`config.mk`:
```
export PLATFORM = sky130hd
export DESIGN_NAME = vip1_mul_share_arb_flat
export DESIGN_NICKNAME = d
export VERILOG_FILES = /design/src/rtl/vip1_mul_share_arb_if.sv /design/src/rtl/vip1_mul_share_arb.sv /design/src/flat_wrapper.sv
export SDC_FILE = /design/constraint.sdc
export NUM_CORES = 1
export LEC_CHECK = 0
export CAP_MARGIN = 5
export CORE_MARGIN = 2
export CORE_UTILIZATION = 25
export CTS_CLUSTER_DIAMETER = 50
export DETAILED_ROUTE_END_ITERATION = 7
export HOLD_SLACK_MARGIN = 0.08
export PLACE_DENSITY = 0.5
export SLEW_MARGIN = 10
export SYNTH_ARGS = -nofsm -noshare
export SYNTH_HDL_FRONTEND = slang
export SYNTH_SLANG_ARGS = --single-unit
```
`constraint.sdc`:
```
create_clock -name ap_clk -period 15 [get_ports ap_clk]
set_input_delay 3 -clock ap_clk [delete_from_list [all_inputs] [get_ports ap_clk]]
set_output_delay 3 -clock ap_clk [all_outputs]
set_load 0.01 [all_outputs]
```
`src/rtl/vip1_mul_share_arb_if.sv`:
```
// vip1_mul_share_arb_if: per-requester operand channels plus the tagged result channel
interface vip1_mul_share_arb_if #(
    parameter int N_REQ = 4,
    parameter int ID_W = $clog2(N_REQ)
);
    logic [N_REQ-1:0] req_valid;
    logic [N_REQ-1:0] req_ready;
    logic [N_REQ*10-1:0] req_a;
    logic [N_REQ*12-1:0] req_b;
    logic res_valid;
    logic res_ready;
    logic [ID_W-1:0] res_id;
    logic [21:0] res_p;
    modport master (
        output req_valid, req_a, req_b, res_ready,
        input req_ready, res_valid, res_id, res_p
    );
    modport slave (
        input req_valid, req_a, req_b, res_ready,
        output req_ready, res_valid, res_id, res_p
    );
endinterface

```
`src/rtl/vip1_mul_share_arb.sv`:
```
// vip1_mul_share_arb: round-robin sharing of one 10x12 multiplier among N_REQ requesters
module vip1_mul_share_arb #(
    parameter int N_REQ = 4,
    parameter int PIPE_STAGES = 2,
    parameter int ID_W = $clog2(N_REQ)
) (
    input  logic ap_clk,
    input  logic ap_rst,
    vip1_mul_share_arb_if.slave bus,
    output logic [2:0] inflight
);
    logic en;
    logic xfer;
    logic deliver;
    logic [N_REQ-1:0] grant;
    logic [ID_W-1:0] last_gnt;
    logic [ID_W-1:0] gnt_id;
    logic [9:0] sel_a;
    logic [11:0] sel_b;
    logic s1_v;
    logic [ID_W-1:0] s1_id;
    logic [9:0] s1_a;
    logic [11:0] s1_b;
    logic sv [2:PIPE_STAGES];
    logic [ID_W-1:0] sid [2:PIPE_STAGES];
    logic [21:0] sp [2:PIPE_STAGES];

    assign en = ~bus.res_valid | bus.res_ready;
    assign bus.req_ready = (en & ~ap_rst) ? grant : '0;
    assign xfer = |(bus.req_valid & bus.req_ready);
    assign deliver = bus.res_valid & bus.res_ready;
    assign bus.res_valid = sv[PIPE_STAGES];
    assign bus.res_id = sid[PIPE_STAGES];
    assign bus.res_p = sp[PIPE_STAGES];

    // Two passes over constant indices: first those above last_gnt, then the wrap-around part
    always_comb begin
        logic found;
        found = 1'b0;
        grant = '0;
        gnt_id = '0;
        sel_a = '0;
        sel_b = '0;
        for (int j = 0; j < 2 * N_REQ; j++) begin
            if (!found && bus.req_valid[j % N_REQ] && ((j < N_REQ) == ((j % N_REQ) > int'(last_gnt)))) begin
                found = 1'b1;
                grant[j % N_REQ] = 1'b1;
                gnt_id = ID_W'(j % N_REQ);
                sel_a = bus.req_a[(j % N_REQ) * 10 +: 10];
                sel_b = bus.req_b[(j % N_REQ) * 12 +: 12];
            end
        end
    end

    // Pointer update, operand capture into stage 1 and in-flight accounting
    always_ff @(posedge ap_clk or posedge ap_rst) begin
        if (ap_rst) begin
            last_gnt <= ID_W'(N_REQ - 1);
            s1_v <= 1'b0;
            s1_id <= '0;
            s1_a <= '0;
            s1_b <= '0;
            inflight <= '0;
        end else begin
            if (xfer) last_gnt <= gnt_id;
            if (en) begin
                s1_v <= xfer;
                s1_id <= gnt_id;
                s1_a <= sel_a;
                s1_b <= sel_b;
            end
            inflight <= inflight + {2'b0, xfer} - {2'b0, deliver};
        end
    end

    // Full-width product into stage 2, then plain carry stages; everything holds on stall
    always_ff @(posedge ap_clk or posedge ap_rst) begin
        if (ap_rst) begin
            for (int s = 2; s <= PIPE_STAGES; s++) begin
                sv[s] <= 1'b0;
                sid[s] <= '0;
                sp[s] <= '0;
            end
        end else if (en) begin
            sv[2] <= s1_v;
            sid[2] <= s1_id;
            sp[2] <= {12'b0, s1_a} * {10'b0, s1_b};
            for (int s = 3; s <= PIPE_STAGES; s++) begin
                sv[s] <= sv[s-1];
                sid[s] <= sid[s-1];
                sp[s] <= sp[s-1];
            end
        end
    end
endmodule

```
`src/flat_wrapper.sv`:
```
// flat-port wrapper written by rule: the top's interface ports become plain ports
module vip1_mul_share_arb_flat 
#(
    parameter int N_REQ = 4,
    parameter int PIPE_STAGES = 2,
    parameter int ID_W = $clog2(N_REQ)
)
  (ap_clk, ap_rst, inflight, bus_req_valid, bus_req_a, bus_req_b, bus_res_ready, bus_req_ready, bus_res_valid, bus_res_id, bus_res_p);
  vip1_mul_share_arb_if #(.N_REQ(N_REQ), .ID_W(ID_W)) bus_i ();
  input  logic ap_clk;
  input  logic ap_rst;
  output logic [2:0] inflight;
  input wire logic [$bits(bus_i.req_valid)-1:0] bus_req_valid;
  input wire logic [$bits(bus_i.req_a)-1:0] bus_req_a;
  input wire logic [$bits(bus_i.req_b)-1:0] bus_req_b;
  input wire logic [$bits(bus_i.res_ready)-1:0] bus_res_ready;
  output wire logic [$bits(bus_i.req_ready)-1:0] bus_req_ready;
  output wire logic [$bits(bus_i.res_valid)-1:0] bus_res_valid;
  output wire logic [$bits(bus_i.res_id)-1:0] bus_res_id;
  output wire logic [$bits(bus_i.res_p)-1:0] bus_res_p;
  assign bus_i.req_valid = bus_req_valid;
  assign bus_i.req_a = bus_req_a;
  assign bus_i.req_b = bus_req_b;
  assign bus_i.res_ready = bus_res_ready;
  assign bus_req_ready = bus_i.req_ready;
  assign bus_res_valid = bus_i.res_valid;
  assign bus_res_id = bus_i.res_id;
  assign bus_res_p = bus_i.res_p;
  vip1_mul_share_arb #(.N_REQ(N_REQ), .PIPE_STAGES(PIPE_STAGES), .ID_W(ID_W)) u_core (.ap_clk(ap_clk), .ap_rst(ap_rst), .bus(bus_i), .inflight(inflight));
endmodule
```
==> flow_metrics.py <==
metrics = {
    "run_status": {
        "outcome": "completed",
    },
    "synth": {
        "synth_edf_count": 0,
        "syn_avg_cell_area_sq_um": 8.900,
        "synth.cell_area_sq_um": 6613,
        "synth.largest_area_cell": "sky130_fd_sc_hd__fa_1",
        "ys_dominant_reg_cell": "sky130_fd_sc_hd__dfrtp_1",
        "count_of_different_cell_masters_after_synthesis": 62,
        "syn_inst": 743,
        "seq_area_frac_synth_pct": 20.85,
        "synth.top_cells.by_count": "sky130_fd_sc_hd__nand2_1 (115), sky130_fd_sc_hd__inv_1 (87), sky130_fd_sc_hd__fa_1 (79), sky130_fd_sc_hd__and2_1 (66), sky130_fd_sc_hd__ha_1 (59)",
        "synth_async_sr_flop_share_pct": 100.0,
        "postSynthRegisterBits": 55,
        "synth.most_common_cell": "sky130_fd_sc_hd__nand2_1",
        "synth.area.top_cells": "sky130_fd_sc_hd__fa_1 (24%), sky130_fd_sc_hd__dfrtp_1 (20%), sky130_fd_sc_hd__ha_1 (11%)",
        "synth.yosys.warnings": 0,
        "post_synth_net_total": 976,
        "netlist.area_leader.share_pct": 23.92,
    },
    "global_route": {
        "grt_pass1_vias": 5690,
        "globalRoute.totalOverflow": 0,
        "maximum_number_of_pins_on_one_net_before_global_route_repair": 79,
        "grt_util_all_layers_pct": 13.36,
        "grt_pass1_wl_mm": 30.27,
        "grt_antenna_before_repair": 0,
    },
    "detailed_routing": {
        "routed_via_density": 4.719,
        "drc": 0,
        "total_wirelength_mm": 18.16,
        "route.layer.met1.wl_mm": 8.362,
        "routed-wl-met2_mm": 8.517,
        "dr_total_vias": 5516,
        "dr_wl_met3_mm": 1.021,
        "top_signal_layer_used": "met4",
        "final_antenna_net_count": 0,
        "dr.first_iter.drc_count": 280,
        "wl_per_cell_um": 15.53,
        "firstDrtPassIters": 5,
    },
    "cts": {
        "insertion_delay_ns": 0.30,
        "cts_hold_repair.buffers": 0,
        "clock_tree_sinks": 55,
        "clk_pin_slew_ns": 0.07,
        "post_cts_resized": 0,
        "tritoncts": "yes",
        "htree_num_levels": 2,
        "postCtsSetupRepairBufs": 0,
        "numCtsBuffers": 5,
        "ctsLongestPathBuffers": 2,
        "master_cell_of_the_clock_root_buffer": "sky130_fd_sc_hd__clkbuf_16",
    },
    "sta": {
        "relSlewSlack_pct": 40.40,
        "timing.clock.skew_ns": 0.004649,
        "final.period_utilization_pct": 55.97,
        "setup_tns_ns": 0,
        "fin_worst_hold_slack_ns": 0.4651,
        "setup_violation_total_in_the_final_timing_report": 0,
        "worst_slew_pin_slew_ns": 0.8940,
        "hold_violations": 0,
        "timing_max_transition_violations_final": 0,
        "grt_setup_unrepaired": "false",
        "maxClockFrequency_mhz": 119.1,
        "period_minus_slack_ns": 8.395,
    },
    "worst_setup_path": {
        "worstPathRequired_ns": 12.00,
        "cp-start-kind": "primary input",
        "worst_setup_path_end_kind": "output port",
        "arrival_ns": 5.40,
        "path_max_fanout": 22,
        "criticalPathCategory": "in -> out",
    },
    "cells_and_area": {
        "layout.cells.non_filler": 1169,
        "post_route_cells_drive_above_1_share_pct": 3.717,
        "insertedDiodeCount": 0,
        "area.sequential_sq_um": 1379,
        "nFillCells": 2796,
        "area_occupied_by_multi_input_gates_sq_um": 4732,
        "area_growth_syn_to_layout_pct": 25.79,
        "postLayoutCellArea_sq_um": 8318,
        "layout.nets": 1066,
    },
    "floorplanning": {
        "design.die.area_sq_um": 27770,
        "rows": 59,
        "die-height_um": 166.6,
        "initial_core_utilization_pct": 25.45,
        "die-width_um": 166.6,
        "core_area_sq_um": 25980,
        "io_pins": 127,
    },
    "placement": {
        "hpwl_mm": 14.78,
        "finalWeightedCongestion": 0.7696,
        "port_buffers": 126,
        "place_inst": 1161,
        "post_dp_cell_area_sq_um": 8140,
    },
    "hold_path": {
        "hold_path_class": "reg -> reg",
    },
    "run": {
        "max_cap_viol_count": 0,
    },
}
## critical path: stages
cell and delay [ns]:
sky130_fd_sc_hd__clkdlybuf4s50_1 0.50, sky130_fd_sc_hd__nor2_1 0.23, sky130_fd_sc_hd__a22oi_1 0.14, sky130_fd_sc_hd__o22ai_2 0.72, sky130_fd_sc_hd__nor2b_1 0.23, sky130_fd_sc_hd__clkdlybuf4s50_1 0.56
## metrics by stage
stage / utilization, % / worst slack (ns)
after floorplan: - / 7.288
after global placement: 31.33 / 6.616
after detailed placement: 31.33 / 6.583
after CTS: 32.01 / 6.588
after global routing: 32.01 / 6.404
final: 32.01 / 6.605
## routing by layer
layer  global-route usage (%)  vias to the layer above
met5                        0                        -
met4                    2.736                        0
met1                    18.48                     2697
met3                    2.329                       16
met2                    22.01                      154
li1                         -                     2649
## layout by cell type (no fill, tap or decap), types with 4 or more instances in the layout
master,count
sky130_fd_sc_hd__o22ai_1,6
sky130_fd_sc_hd__nor3b_1,4
sky130_fd_sc_hd__and2_1,66
sky130_fd_sc_hd__inv_1,86
sky130_fd_sc_hd__xnor2_1,5
sky130_fd_sc_hd__nand2_1,115
sky130_fd_sc_hd__nor2_1,43
sky130_fd_sc_hd__a21oi_1,19
sky130_fd_sc_hd__o31ai_1,4
sky130_fd_sc_hd__o21ai_0,16
sky130_fd_sc_hd__xor2_1,6
sky130_fd_sc_hd__o211ai_1,4
sky130_fd_sc_hd__nand3_1,13
sky130_fd_sc_hd__ha_1,59
sky130_fd_sc_hd__a31oi_1,22
sky130_fd_sc_hd__clkdlybuf4s50_1,126
sky130_fd_sc_hd__clkbuf_16,5
sky130_fd_sc_hd__nand2b_1,7
sky130_fd_sc_hd__o21a_1,4
sky130_fd_sc_hd__fa_1,79
sky130_fd_sc_hd__nor3_1,6
sky130_fd_sc_hd__dfrtp_1,53
sky130_fd_sc_hd__a222oi_1,21
## cell type report
class	count	area share (%)
Clock inverter	2	0.4663
Inverter	87	3.926
Tap cell	335	5.039
Multi-Input combinational cell	555	56.89
Timing Repair Buffer	129	15.43
Sequential cell	55	16.58
Clock buffer	6	1.670
## flip-flops by register name, summed over array words and instances, names as in the netlist
name                  cells
u_core.bus.res_p         22
u_core.s1_b              12
u_core.s1_a              10
u_core.inflight           3
u_core.bus.res_id         2
u_core.last_gnt           2
u_core.s1_id              2
u_core.bus.res_valid      1
u_core.s1_v               1
## kinds of logic (layout without fill, tap and decap cells)
| family | after synthesis | in the layout | share of synthesized area [%] |
|---|---|---|---|
| AO/OA/AOI/OAI | 127 | 127 | 14.27 |
| XOR/XNOR | 11 | 11 | 1.457 |
| adder cells (fa/ha/maj) | 138 | 138 | 35.08 |
| buffers and inverters | 133 | 224 | 7.758 |
| flip-flops | 55 | 55 | 20.85 |
| multiplexers | 3 | 3 | 0.4730 |
| AND/OR/NAND/NOR | 276 | 276 | 20.11 |
## worst paths after layout
check,start,to,slack [ns],depth (start not counted)
worst max-delay path,bus_req_valid[2],bus_req_ready[1],6.60,6
worst max register to register,u_core.s1_a[1],u_core.bus.res_p[16],9.64,15
worst min-delay path,u_core.bus.res_id[0],u_core.bus.res_id[0],0.47,2
min in group asynchronous,ap_rst,u_core.bus.res_p[7],3.21,3
worst min register to register,u_core.bus.res_id[0],u_core.bus.res_id[0],0.47,2
max in group asynchronous,ap_rst,u_core.bus.res_p[8],11.28,3
Power is not shown: default switching activity piles up to over one toggle a cycle in this logic, so the estimate is an artifact.
